--- config.mk ---
export PLATFORM = sky130hd
export DESIGN_NAME = fp_convert_unit
export DESIGN_NICKNAME = d
export VERILOG_FILES = /design/src/rtl/fp_pkg.sv /design/src/rtl/fp_convert_unit_lzc32.sv /design/src/rtl/fp_convert_unit.sv
export SDC_FILE = /design/constraint.sdc
export NUM_CORES = 1
export LEC_CHECK = 0
export BUFFER_PORTS_ARGS = -buffer_cell sky130_fd_sc_hd__buf_4
export CORE_ASPECT_RATIO = 0.7
export CORE_MARGIN = 4
export CORE_UTILIZATION = 41
export DETAILED_ROUTE_END_ITERATION = 10
export PLACE_DENSITY = 0.59
export SKIP_LAST_GASP = 1
export SYNTH_ARGS = -nofsm -noshare
export SYNTH_HDL_FRONTEND = slang
export SYNTH_SLANG_ARGS = --single-unit
--- constraint.sdc ---
create_clock -name clk -period 3.3 [get_ports clk]
set_clock_uncertainty 0.1 [all_clocks]
set_input_delay 0 -clock clk [delete_from_list [all_inputs] [get_ports clk]]
set_output_delay 0 -clock clk [all_outputs]
set_load 0.03 [all_outputs]
--- src/rtl/fp_pkg.sv ---
// Shared constants, op encodings and FSM states for the int32 <-> float32 converter.
package fp_pkg;

  localparam int          EXP_BIAS    = 127;
  localparam logic [7:0]  FP_EXP_MAX  = 8'hFF;
  localparam logic [31:0] INT_MAX     = 32'h7FFFFFFF;
  localparam logic [31:0] INT_MIN     = 32'h80000000;
  localparam logic [31:0] FP_NEG_2P31 = 32'hCF000000;

  typedef enum logic {
    CVT_S_W   = 1'b0,
    TRUNC_W_S = 1'b1
  } cvt_op_e;

  typedef enum logic [2:0] {
    IDLE,
    UNPACK,
    SHIFT,
    PACK,
    DONE
  } state_e;

endpackage

--- src/rtl/fp_convert_unit_lzc32.sv ---
// Combinational 32-bit leading-zero counter; returns 32 for an all-zero input.
module lzc32 (
  input  logic [31:0] value,
  output logic [5:0]  count
);

  // Scanning upward lets the highest set bit overwrite any lower hit.
  always_comb begin
    count = 6'd32;
    for (int i = 0; i < 32; i++) begin
      if (value[i]) count = 6'(31 - i);
    end
  end

endmodule

--- src/rtl/fp_convert_unit.sv ---
// Multi-cycle cvt.s.w / trunc.w.s converter with a start/done handshake.
// Optional FPCVT_INEXACT_EN adds the f_inexact output and its sticky tracking.
module fp_convert_unit
  import fp_pkg::*;
#(
  parameter int SHIFT_STEP = 1
) (
  input  logic        clk,
  input  logic        rst_n,
  input  logic        start,
  input  logic        f_cvt_op,
  input  logic [31:0] f_input,
  output logic [31:0] f_output,
  output logic        busy,
  output logic        done,
  output logic        f_invalid
`ifdef FPCVT_INEXACT_EN
  ,
  output logic        f_inexact
`endif
);

  localparam logic [7:0] BIAS8   = 8'(EXP_BIAS);
  localparam logic [7:0] EXP_TOP = 8'(EXP_BIAS + 31);
  localparam logic [5:0] STEP6   = 6'(SHIFT_STEP);

  state_e      state;
  cvt_op_e     op_r;
  logic [31:0] in_r, shreg, mag_in, float_res, int_res, spec_val;
  logic [7:0]  exp_r, in_exp;
  logic [5:0]  remaining, lz, amt;
  logic [22:0] frac_rnd;
  logic        sign_r, round_up, frac_carry, spec_hit, spec_inv;
`ifdef FPCVT_INEXACT_EN
  logic        sticky_r, spec_inx;
  logic [31:0] shift_mask;
`endif

  assign in_exp   = in_r[30:23];
  assign mag_in   = in_r[31] ? (~in_r + 32'd1) : in_r;
  assign amt      = (remaining > STEP6) ? STEP6 : remaining;

  lzc32 u_lzc (
    .value (mag_in),
    .count (lz)
  );

  // The hidden bit is always set after normalisation, so a carry out of the
  // 23-bit fraction is the full mantissa overflow and bumps the exponent.
  assign round_up               = shreg[7] & ((|shreg[6:0]) | shreg[8]);
  assign {frac_carry, frac_rnd} = {1'b0, shreg[30:8]} + 24'(round_up);
  assign float_res              = {sign_r, exp_r + {7'd0, frac_carry}, frac_rnd};
  assign int_res                = sign_r ? (~shreg + 32'd1) : shreg;

  always_comb begin
    spec_hit = 1'b0;
    spec_val = '0;
    spec_inv = 1'b0;
`ifdef FPCVT_INEXACT_EN
    spec_inx = 1'b0;
`endif
    if (op_r == CVT_S_W) begin
      spec_hit = (in_r == '0);
    end else if (in_exp == FP_EXP_MAX) begin
      spec_hit = 1'b1;
      spec_val = INT_MAX;
      spec_inv = 1'b1;
    end else if (in_exp < BIAS8) begin
      spec_hit = 1'b1;
`ifdef FPCVT_INEXACT_EN
      spec_inx = |in_r[30:0];
`endif
    end else if (in_exp >= EXP_TOP) begin
      spec_hit = 1'b1;
      if (in_r == FP_NEG_2P31) begin
        spec_val = INT_MIN;
      end else begin
        spec_val = in_r[31] ? INT_MIN : INT_MAX;
        spec_inv = 1'b1;
      end
    end
  end

`ifdef FPCVT_INEXACT_EN
  assign shift_mask = (32'd1 << amt) - 32'd1;
`endif

  always_ff @(posedge clk or negedge rst_n) begin
    if (!rst_n) begin
      state     <= IDLE;
      op_r      <= CVT_S_W;
      in_r      <= '0;
      shreg     <= '0;
      remaining <= '0;
      exp_r     <= '0;
      sign_r    <= 1'b0;
      f_output  <= '0;
      busy      <= 1'b0;
      done      <= 1'b0;
      f_invalid <= 1'b0;
`ifdef FPCVT_INEXACT_EN
      f_inexact <= 1'b0;
      sticky_r  <= 1'b0;
`endif
    end else begin
      case (state)
        IDLE: begin
          if (start) begin
            op_r  <= cvt_op_e'(f_cvt_op);
            in_r  <= f_input;
            busy  <= 1'b1;
            state <= UNPACK;
          end
        end
        UNPACK: begin
          sign_r <= in_r[31];
          exp_r  <= EXP_TOP;
`ifdef FPCVT_INEXACT_EN
          sticky_r <= 1'b0;
`endif
          if (op_r == CVT_S_W) begin
            shreg     <= mag_in;
            remaining <= lz;
          end else begin
            shreg     <= {1'b1, in_r[22:0], 8'd0};
            remaining <= 6'(EXP_TOP - in_exp);
          end
          if (spec_hit) begin
            f_output  <= spec_val;
            f_invalid <= spec_inv;
`ifdef FPCVT_INEXACT_EN
            f_inexact <= spec_inx;
`endif
            done  <= 1'b1;
            state <= DONE;
          end else if (op_r == CVT_S_W && lz == 6'd0) begin
            state <= PACK;
          end else begin
            state <= SHIFT;
          end
        end
        SHIFT: begin
          shreg     <= (op_r == CVT_S_W) ? (shreg << amt) : (shreg >> amt);
          exp_r     <= exp_r - {2'b00, amt};
          remaining <= remaining - amt;
`ifdef FPCVT_INEXACT_EN
          if (op_r == TRUNC_W_S) sticky_r <= sticky_r | (|(shreg & shift_mask));
`endif
          if (remaining == amt) state <= PACK;
        end
        PACK: begin
          f_output  <= (op_r == CVT_S_W) ? float_res : int_res;
          f_invalid <= 1'b0;
`ifdef FPCVT_INEXACT_EN
          f_inexact <= (op_r == CVT_S_W) ? (shreg[7] | (|shreg[6:0])) : sticky_r;
`endif
          done  <= 1'b1;
          state <= DONE;
        end
        DONE: begin
          done  <= 1'b0;
          busy  <= 1'b0;
          state <= IDLE;
        end
        default: state <= IDLE;
      endcase
    end
  end

endmodule

# ---- After elaboration in Yosys (flattened, before gate mapping)
# Cells that the tools add are included.
dict set report totals {
  rom_bits 0
  input_bits 36
  regBits 118
  wordCells 122
  ram_bits 0
  output_inout_bits 35
  latch_bits 0
  mem_count 0
}
dict set report classes {
  n_div 0
  n_shift 2
  n_reduce_logical 14
  addsub 7
  eq_ne 10
  bitwise 5
  mul 0
  n_mux 70
  order_cmp 3
}
# op count
set ops {}
lappend ops {{2-to-1 mux 32 bit} 12}
lappend ops {{2-to-1 mux 6 bit} 34}
lappend ops {{one-hot mux 32 bit (2 select lines)} 2}
lappend ops {{adder 32 x 1 -> 32 bit (second input constant)} 2}
lappend ops {{NOT 32 bit} 2}
lappend ops {{equality test 32 bit (second input constant)} 1}
lappend ops {{logical NOT 32 bit} 1}
lappend ops {{<< shifter 32 x 6 -> 32 bit} 1}
lappend ops {{right shift 32 x 6 -> 32 bit} 1}
lappend ops {{adder 23 x 1 -> 24 bit} 1}
lappend ops {{one-hot mux 8 bit (2 select lines)} 1}
lappend ops {{2-to-1 mux 1 bit} 13}
lappend ops {{one-hot mux 3 bit (4 select lines)} 1}
lappend ops {{one-hot mux 6 bit (2 select lines)} 1}
lappend ops {{AND reduction 2 bit} 5}
lappend ops {{2-to-1 mux 3 bit} 3}
lappend ops {{adder 8 x 1 -> 8 bit} 1}
lappend ops {{equality test 8 bit (second input constant)} 1}
lappend ops {{greater-or-equal comparator 8 bit (second input constant)} 1}
lappend ops {{< comparator 8 x 7 -> 1 bit (second input constant)} 1}
lappend ops {{subtractor 8 x 6 -> 8 bit} 1}
lappend ops {{OR reduction 7 bit} 1}
lappend ops {{equality test 3 x 2 -> 1 bit (second input constant)} 2}
lappend ops {{equality test 6 bit} 1}
lappend ops {{other kinds (16)} 21}

# ---- Longest topological paths before layout
# Gate-level depths: netlist (run 1).
dict set report depth {
  depth_word 40
  depth_mapped 14
  ltp_nobuf 12
}

# ---- By module
# Synthesis (run 1) repeated with hierarchy kept, for this count alone.
dict set report hier_totals {
  hier_cells 1039
  area_unflattened_um2 8734.6
}
# module instances cells_per_inst area_each_um2
set modules_own_cells {}
lappend modules_own_cells {fp_convert_unit 1 974 8366.8}
lappend modules_own_cells {lzc32 1 65 367.9}

# ---- Least setup slack after synthesis (run 1)
# OpenSTA, ideal clock, no wires.
dict set report synth_path {
  path_type {register to register}
  startpoint {reg in_r[0]}
  endpoint {reg remaining[5]}
  path_stages_with_launch 13
  slack_ns 0.155
  t_arrival_ns 2.972
  period_less_slack_ns 3.145
  setup_time_ns 0.073
  cell_sequence {dfrtp_1 buf_4 inv_1 ha_1 or3b_1 buf_6 nor4_4 nand4_1 a211o_1 a32oi_1 nand4_2 o311a_1 a21oi_2}
}
dict set report synth_via {
  elab_chain_len 37
}
# element line
set synth_rtl {}
lappend synth_rtl {{start: declaration} fp_convert_unit.sv:29} ;# logic [31:0] in_r, shreg, mag_in, float_res, int_res, spec_val;
lappend synth_rtl {{start signal: assignment} fp_convert_unit.sv:110} ;# in_r <= f_input;
lappend synth_rtl {{NOT 32 bit} fp_convert_unit.sv:40} ;# assign mag_in = in_r[31] ? (~in_r + 32'd1) : in_r;
lappend synth_rtl {{adder 32 x 1 -> 32 bit} fp_convert_unit.sv:40}
lappend synth_rtl {{2-to-1 mux 32 bit (*)} fp_convert_unit.sv:40}
lappend synth_rtl {{2-to-1 mux 6 bit (31 in series)} fp_convert_unit_lzc32.sv:11} ;# if (value[i]) count = 6'(31 - i);
lappend synth_rtl {{2-to-1 mux 6 bit (*)} fp_convert_unit_lzc32.sv:11}
lappend synth_rtl {{2-to-1 mux 6 bit (*)} fp_convert_unit.sv:121} ;# if (op_r == CVT_S_W) begin
lappend synth_rtl {{one-hot mux 6 bit (2 select lines) (*)} fp_convert_unit.sv:106} ;# case (state)
lappend synth_rtl {{end signal: assignment} fp_convert_unit.sv:123} ;# remaining <= lz;
lappend synth_rtl {{end signal: assignment} fp_convert_unit.sv:126} ;# remaining <= 6'(EXP_TOP - in_exp);
lappend synth_rtl {{end signal: assignment} fp_convert_unit.sv:145} ;# remaining <= remaining - amt;
lappend synth_rtl {{end: declaration} fp_convert_unit.sv:31} ;# logic [5:0] remaining, lz, amt;
# Every way passes the cells marked *; elsewhere a longest branch is shown, timed or not.
# A chain may end at the register's enable or synchronous reset.

# ---- Worst setup path after layout (run 1)
dict set report layout_path {
  startpoint {reg in_r[4]}
  endpoint {reg remaining[0]}
}
dict set report layout_via {
  elab_chain_len 33
}
# element line
set layout_rtl {}
lappend layout_rtl {{NOT 32 bit} fp_convert_unit.sv:40}
lappend layout_rtl {{adder 32 x 1 -> 32 bit} fp_convert_unit.sv:40}
lappend layout_rtl {{2-to-1 mux 32 bit (*)} fp_convert_unit.sv:40}
lappend layout_rtl {{2-to-1 mux 6 bit (27 in series)} fp_convert_unit_lzc32.sv:11}
lappend layout_rtl {{2-to-1 mux 6 bit (*)} fp_convert_unit_lzc32.sv:11}
lappend layout_rtl {{2-to-1 mux 6 bit (*)} fp_convert_unit.sv:121}
lappend layout_rtl {{one-hot mux 6 bit (2 select lines) (*)} fp_convert_unit.sv:106}
# Marked as above.

==> results of run 1 <==
[worst register-to-register path, stage by stage, from the launching register on]
cell and delay, ps:
dfrtp_1 370, or3_1 560, nor4_4 400, buf_12 180, a31oi_1 160, o311ai_1 560
buf_4 220, nor3b_1 180, a41oi_1 180, a21oi_1 170
[metrics by stage]
| step | cells | TNS (ps) | power (mW) | hold WS, ps | utilization, % |
|---|---|---|---|---|---|
| 6_report | 1612 | 0 | 13.2 | 22.4 | 51.1 |
| 5_1_grt | 1612 | -15.8 | 14.2 | 81.3 | 51.1 |
| 4_1_cts | 1612 | 0 | 13.1 | 41.3 | 51.0 |
| 3_5_place_dp | 1545 | 0 | 11.3 | -46.7 | 47.1 |
| 3_3_place_gp | 1545 | 0 | 11.2 | -47.2 | 47.1 |
| 2_1_floorplan | 1201 | 0 | 8.80 | -396 | - |
[how the worst min path moves through the flow]
stage | to
after floorplan | busy
after global placement | in_r[3]
after detailed placement | in_r[3]
after CTS | shreg[9]
after global routing | shreg[9]
final | in_r[4]
[routing by layer]
metal	share of wire [%]	up-vias	track usage, %	wire length, um
met2	43	329	34.3	13000
met1	49	4620	35.7	15000
met3	6.3	43	4.39	1930
li1	-	4563	-	-
met4	1.5	0	6.14	468
met5	0	-	0	0
[synthesized netlist by cell type (8+ instances only)]
cell,number
dfrtp_1,118
nand2_1,109
nor2_1,95
o21ai_0,85
clkbuf_1,84
a21oi_1,73
xor2_1,46
xnor2_1,45
nand3_1,41
mux2_2,35
o211ai_1,29
mux2i_1,28
nor3_1,28
inv_1,24
nand4_1,24
ha_1,17
o22ai_1,17
buf_4,16
nor4_1,16
o31ai_1,16
a211oi_1,14
o22a_1,14
buf_2,11
or3_1,11
and3_1,10
nand2b_1,10
nor2b_1,10
and2_1,9
buf_1,9
o221ai_1,9
o41ai_1,8
or4_1,8
[kinds of logic after synthesis]
kind of cell / synth area share (%)
flip-flops: 30.3
AO/OA/AOI/OAI: 23.5
other: 0.0770
XOR/XNOR: 8.17
buffers and inverters: 6.88
multiplexers: 6.92
adder cells (fa/ha/maj): 2.39
AND/OR/NAND/NOR: 21.8
[state kept, by name (all words and copies together), names as in the netlist]
register,cells
f_invalid,1
busy,1
shreg,32
op_r,1
remaining,6
in_r,32
exp_r,8
f_output,32
done,1
state,3
sign_r,1
[power breakdown]
part           switching, mW  total [mW]  internal (mW)
logic                   4.87        8.24           3.37
clock network          0.780        1.76          0.981
registers              0.984        3.17           2.19
total                   6.63        13.2           6.54
[final cells by class]
class	count	area [sq um]	share of cell area, %
Clock buffer	18	439	3.74
Clock inverter	14	103	0.873
Tap cell	312	390	3.32
Inverter	25	93.8	0.798
Sequential cell	118	2960	25.1
Multi-Input combinational cell	933	6180	52.6
Timing Repair Buffer	192	1590	13.5
[timing repair]
action                                  in CTS  in global routing
hold buffers                                35                  0
gates resized for setup                      1                  7
hold endpoints to repair                   123                  0
endpoints found under the setup margin       1                 13
pin swaps                                    0                  0
==> impl_metrics.toml, run 1 <==
[sta]
finalSetupViolations = 0
slew_headroom_pct = 38.3
period_share_pct = 95.9
fin_crit_ps = 3160
slew_violations = 0
fin_ws_ps = 136
final_hold_viol_count = 0
max_clock_freq_mhz = 316
tightest_slew_ps = 925
grt_setup_unrepaired = "true"

[placement]
place_ws_ps = 8.81
routabilityCongestion = 0.894
io_buffers = 70
placed_area_sq_um = 10800
dpl.hpwl_mm = 21.8

[power]
p_leak_nw = 4.69
peakVddDrop_mv = 0.603
powerDensity_nw_per_um2 = 1120

[route]
wl_per_cell_um = 18.9
drc_errors = 0
drtIter0Drc = 777
wirelength_mm = 30.4
ant_nets = 0
routed_via_density = 5.93
firstDrtPassIters = 5
vias = 9555

[final_layout]
nets = 1341
diodes = 0
final_common_cell = "buf_4"
finalInstanceArea_sq_um = 11800
area_growth_pct = 20.6
final_cell_mix = "152 x buf_4, 117 x dfrtp_1, 108 x nand2_1"
drive_gt1_share_pct = 19.8
fill_cells = 2252

[floorplanning]
chipHeight_um = 137
rows = 46
fp.dieArea_sq_um = 26400
io_pins = 71
initial_core_util_pct = 42.4
core_sq_um = 23000
fp.dieW_um = 192

[clock_network]
cts.sink_count = 118
post-cts-setup-buffer-count = 0
path_clk_slew_ps = 60
htreeDepth = 4
cts_tree = "built"
clock_latency_ps = 440
cts_root_buf = "clkbuf_16"
cts-buffers-inserted = 17
cts_max_path_buffers = 2

[yosys]
ys_seq_elements = 118
synth_edf_count = 0
synth_top_area_cell = "dfrtp_1"
avgSynthCellArea_sq_um = 8.15
syn_inst = 1197
yosys_warnings = 0
synthArstFlopShare_pct = 100
synth_ff_type = "dfrtp_1"
netlist-cell-type-count = 88
syn_area_sq_um = 9750
yosysTopAreaCellShare_pct = 30.3
synthTopCellsByArea = "dfrtp_1 30%, o21ai_0 4.4%, nand2_1 4.2%, xor2_1 4.1%, mux2_2 4.0%"
ys_seq_area_share_pct = 30.3

[global_routing]
grt_pass1_vias = 9168
grt_pass1_wl_mm = 49.7
antenna_found_initial = 0
grtUsageTotal_pct = 23.6
grt_overflow = 0
grt_max_degree = 80

[worst_setup_path]
crit_path_start = "in_r[4]"
crit_buf_inv = 2
worst-r2r-setup-slack_ps = 140
crit_slowest_cell = "or3_1"
cp.arrival_ps = 3430
crit_chain = "or3_1 > nor4_4 > buf_12 > a31oi_1 > o311ai_1 > buf_4 > nor3b_1 > a41oi_1 > a21oi_1"
r2r_end = "remaining[0]"
reg2regPathDepth = 9
cpPeakStageDelay_ps = 560
critical_path_class = "register to register"
cp_max_fo = 13
crit_end = "remaining[0]"
worstPathRequired_ps = 3560
crit_family = "simple AND/OR/NAND/NOR gates"
cp-start-kind = "register"
worstSetupPathDepth = 9
r2r-start = "in_r[4]"
endpoint_kind = "register"

[worst_hold_path]
min_path_type = "primary input to async pin"

[flow_run]
cap_viol_max_count = 0

[run_status]
status = "finished, final reports clean"
Note: power is estimated with default switching activity, not from simulation.
==> run 2, diff against run 1 <==
- CAP_MARGIN: default -> 5
- PLACE_DENSITY: 0.59 -> 0.57
- clock period: 3.3 -> 3.9 ns (I/O delays scaled with it)
==> run 2 against run 1 <==
  * Design area down 2.0%
  * Flip-flop and latch count unchanged
  * Combinational power down 21%
  * Sequential share of layout area rose by 0.51 points
  * Critical endpoint is now remaining[5]
  * First-iteration DRC count rose by 11%
  * Highest routed layer unchanged
  * Sequential power decreased by 7.6%
  * Clock power grew 5%
==> impl_metrics.toml, run 2 (synthesis gave the netlist of run 1 again) <==
[worst_setup_path]
worst-r2r-setup-slack_ps = 350
cp.arrival_ps = 3810
reg2regPathDepth = 11
cp_max_fo = 10
r2r-start = "in_r[1]"
critical_path_class = "register to register"
worstPathRequired_ps = 4160
endpoint_kind = "register"
cp-start-kind = "register"
r2r_end = "remaining[5]"

[final_layout]
reg_top3 = "f_output: 32 flops, in_r: 32 flops, shreg: 32 flops"
drive_gt1_share_pct = 16.7
final_cell_mix = "117 x dfrtp_1, 117 x buf_4, 109 x nand2_1"
nets = 1302
diodes = 0
area_growth_pct = 18.2
final_util_pct = 50.0

[sta]
fin_crit_ps = 3550
tightest_slew_ps = 1100
final_hold_viol_count = 0
finalSetupViolations = 0
grt_setup_unrepaired = "false"
slew_headroom_pct = 26.4
max_clock_freq_mhz = 282
setup_tns_ps = 0
period_share_pct = 91.1
slew_violations = 0

[floorplanning]
io_pins = 71
fp.dieArea_sq_um = 26400
chipHeight_um = 137
core_sq_um = 23000
fp.dieW_um = 192
initial_core_util_pct = 42.4
rows = 46

[clock_network]
cts_hold_buffers = 35
post-cts-setup-buffer-count = 0
cts.sink_count = 118
clock_latency_ps = 430
path_clk_slew_ps = 60
cts_root_buf = "clkbuf_16"
cts_max_path_buffers = 2
cts_resized = 0
cts_tree = "built"
htreeDepth = 4
cts-buffers-inserted = 17

[power]
p_leak_nw = 4.55
powerDensity_nw_per_um2 = 976
peakVddDrop_mv = 0.424

[global_routing]
grtUsageTotal_pct = 23.4
grt_max_degree = 64
grt_overflow = 0
grt_pass1_wl_mm = 48.8
grt_pass1_vias = 8732
antenna_found_initial = 0

[route]
firstDrtPassIters = 7
routed_via_density = 6.02
drc_errors = 0
vias = 9465
drtIter0Drc = 866
wl_per_cell_um = 19.3
wirelength_mm = 30.4
ant_nets = 0

[placement]
routabilityCongestion = 0.915
io_buffers = 70
dpl.hpwl_mm = 21.5

[flow_run]
cap_viol_max_count = 0

[run_status]
status = "finished, final reports clean"

[worst_hold_path]
min_path_type = "primary input to async pin"
-- run 2: per-layer routing --
metal,routed length (um),share of wire (%),track usage (%)
met3,2210,7.3,4.82
met1,15100,50,36.8
met5,0,0,0
met4,378,1.2,5.07
met2,12700,42,32.7
-- run 2: power by group --
| group | switching (mW) | leakage (nW) | internal [mW] |
|---|---|---|---|
| combinational | 3.85 | 2.83 | 2.63 |
| clock | 0.602 | 0.330 | 1.24 |
| sequential | 1.08 | 1.40 | 1.85 |
-- run 2: worst max path at each step --
stage	to	from	cells after the start	slack, ps
after global routing	remaining[5]	in_r[1]	11	120
after detailed placement	remaining[5]	in_r[1]	11	440
final	remaining[5]	in_r[1]	11	350
after CTS	remaining[5]	in_r[1]	11	380
after floorplan	remaining[5]	in_r[0]	12	760
after global placement	remaining[5]	in_r[1]	11	470
-- run 2: critical path, stage by stage, from the launching register on --
cell     delay (ps)
dfrtp_1         470
inv_1           180
ha_1            310
or3b_1          470
nor4_4          290
buf_4           210
and3_1          300
nand3_1         140
a32oi_1         360
nand4_2         180
o311a_1         370
a21oi_2         100
-- run 2: area by class of cell --
| type | count | area [sq um] |
|---|---|---|
| Fill cell | 2258 | 11500 |
| Multi-Input combinational cell | 933 | 6150 |
| Sequential cell | 118 | 2960 |
| Timing Repair Buffer | 153 | 1250 |
| Clock buffer | 25 | 515 |
| Tap cell | 312 | 390 |
| Clock inverter | 7 | 163 |
| Inverter | 25 | 93.8 |
-- run 2: stage by stage --
step           cells  setup WS (ps)  hold WS [ps]  power [mW]  instance area [sq um]
2_1_floorplan   1201            755          -396        7.45                   9770
3_3_place_gp    1506            474          12.6        9.26                  10500
3_5_place_dp    1506            436          18.1        9.29                  10500
4_1_cts         1573            377           105        11.2                  11500
5_1_grt         1573            119           168        12.1                  11500
6_report        1573            349          92.4        11.2                  11500
==> run 3, diff against run 2 <==
- clock period: 3.9 -> 4 ns (I/O delays scaled with it)
==> run 3 against run 2 <==
  * Combinational power decreased by 4.2%
  * Cell count decreased by 0.25%
  * Die area unchanged
  * Largest cell class unchanged
==> impl_metrics.toml, run 3 (synthesis gave the netlist of run 1 again) <==
[worst_setup_path]
r2r_end = "remaining[5]"
cpPeakStageDelay_ps = 500
worst-r2r-setup-slack_ps = 390
crit_path_start = "in_r[0]"
worstPathRequired_ps = 4260
cp.arrival_ps = 3880
cp_max_fo = 10
crit_buf_inv = 1
reg2regPathDepth = 10
r2r-start = "in_r[0]"
endpoint_kind = "register"
crit_slowest_cell = "dfrtp_1"
crit_chain = "inv_1 > ha_1 > or3b_1 > nor4_4 > and3_1 > nand3_1 > a32oi_1 > nand4_2 > o311a_1 > a21oi_2"
cp-start-kind = "register"
crit_end = "remaining[5]"
worstSetupPathDepth = 10
critical_path_class = "register to register"
crit_family = "simple AND/OR/NAND/NOR gates"

[final_layout]
final_cell_mix = "117 x dfrtp_1, 112 x buf_4, 109 x nand2_1"
area_growth_pct = 17.4
nets = 1298
final_common_cell = "dfrtp_1"
fin_cells = 1569
reg_top3 = "f_output: 32 flops, in_r: 32 flops, shreg: 32 flops"
drive_gt1_share_pct = 16.3
final_util_pct = 49.8
diodes = 0
finalInstanceArea_sq_um = 11500
fill_cells = 2280

[global_routing]
grtUsageTotal_pct = 23.5
grt_overflow = 0
antenna_found_initial = 0
grt_pass1_wl_mm = 49.6
grt_max_degree = 100
grt_pass1_vias = 8880

[clock_network]
post-cts-setup-buffer-count = 0
cts.sink_count = 118
cts_max_path_buffers = 2
cts_root_buf = "clkbuf_16"
cts-buffers-inserted = 17
htreeDepth = 4
path_clk_slew_ps = 60
clock_latency_ps = 430
cts_resized = 0
cts_tree = "built"

[placement]
place_ws_ps = 360
dpl.hpwl_mm = 21.6
routabilityCongestion = 0.908
placedCellCount = 1502
placed_area_sq_um = 10500
io_buffers = 70

[power]
pwr-share-clk_pct = 15.4
finalPower_mw = 10.8
switching_power_mw = 5.40
peakVddDrop_mv = 0.614
powerDensity_nw_per_um2 = 946
p_sw_share_pct = 49.8
p_leak_nw = 4.51
combPwrFrac_pct = 57.3
seq_power_share_pct = 27.2
intPower_mw = 5.44

[floorplanning]
fp.dieW_um = 192
initial_core_util_pct = 42.4
fp.dieArea_sq_um = 26400
io_pins = 71
core_sq_um = 23000
rows = 46
chipHeight_um = 137

[sta]
slew_violations = 0
grt_setup_unrepaired = "false"
fin_crit_ps = 3610
setup_tns_ps = 0
fin_ws_ps = 387
max_clock_freq_mhz = 277
tightest_slew_ps = 1040
period_share_pct = 90.3
slew_headroom_pct = 30.8
whs_ps = 73.1
finalSetupViolations = 0
final_hold_viol_count = 0

[route]
wl_per_cell_um = 19.4
drtIter0Drc = 951
vias = 9424
drc_errors = 0
ant_nets = 0
firstDrtPassIters = 6
wirelength_mm = 30.5
routed_via_density = 6.01

[run_status]
status = "finished, final reports clean"

[worst_hold_path]
min_path_type = "primary input to async pin"

[flow_run]
cap_viol_max_count = 0
[run 3: changes by cell type in the layout (fill, tap and decap cells not counted)]
cell	delta
buf_12	+1
clkbuf_8	-3
clkinv_2	+1
clkbuf_1	+2
clkinvlp_4	+1
buf_4	-5
bufinv_16	-1
[run 3: final cells by class]
cell class / count / area [sq um] / share of cell area (%)
well taps: 312 / 390 / 3.41
clock buffers: 24 / 482 / 4.21
repair buffers: 149 / 1230 / 10.7
flip-flops and latches: 118 / 2960 / 25.8
multi-input cells: 933 / 6150 / 53.7
inverters: 25 / 93.8 / 0.819
clock inverters: 8 / 145 / 1.27
[run 3: layer usage]
| metal | share of wire [%] | global-route usage [%] | vias up | wire (um) |
|---|---|---|---|---|
| li1 | - | - | 4488 | - |
| met1 | 50 | 36.0 | 4574 | 15200 |
| met2 | 42 | 33.8 | 322 | 12800 |
| met3 | 6.6 | 4.56 | 40 | 2010 |
| met4 | 1.5 | 5.62 | 0 | 456 |
| met5 | 0 | 0 | - | 0 |
[run 3: worst min path at each step]
| stage | startpoint | end | depth (start not counted) |
|---|---|---|---|
| 3_5_place_dp | rst_n | in_r[6] | 1 |
| 2_1_floorplan | rst_n | busy | 0 |
| 6_report | rst_n | in_r[4] | 2 |
| 5_1_grt | rst_n | in_r[7] | 2 |
| 4_1_cts | rst_n | in_r[7] | 2 |
| 3_3_place_gp | rst_n | in_r[4] | 1 |
[run 3: power by group through the flow]
stage	clock, mW	sequential (mW)	combinational [mW]
3_5_place_dp	0	2.94	6.11
5_1_grt	1.76	3.07	6.82
2_1_floorplan	0	2.47	4.79
3_3_place_gp	0	2.93	6.08
6_report	1.67	2.95	6.21
4_1_cts	1.71	2.92	6.17
[run 3: timing repair]
action	in CTS	in global routing
setup endpoints to repair	0	1
hold buffers	35	0
endpoints found under the hold margin	86	0
[run 3: worst reg2reg max path, stage by stage, from the launching register on]
cell and delay [ps]:
dfrtp_1 500, inv_1 160, ha_1 300, or3b_1 470, nor4_4 500, and3_1 390, nand3_1 130, a32oi_1 350
nand4_2 170, o311a_1 380, a21oi_2 100
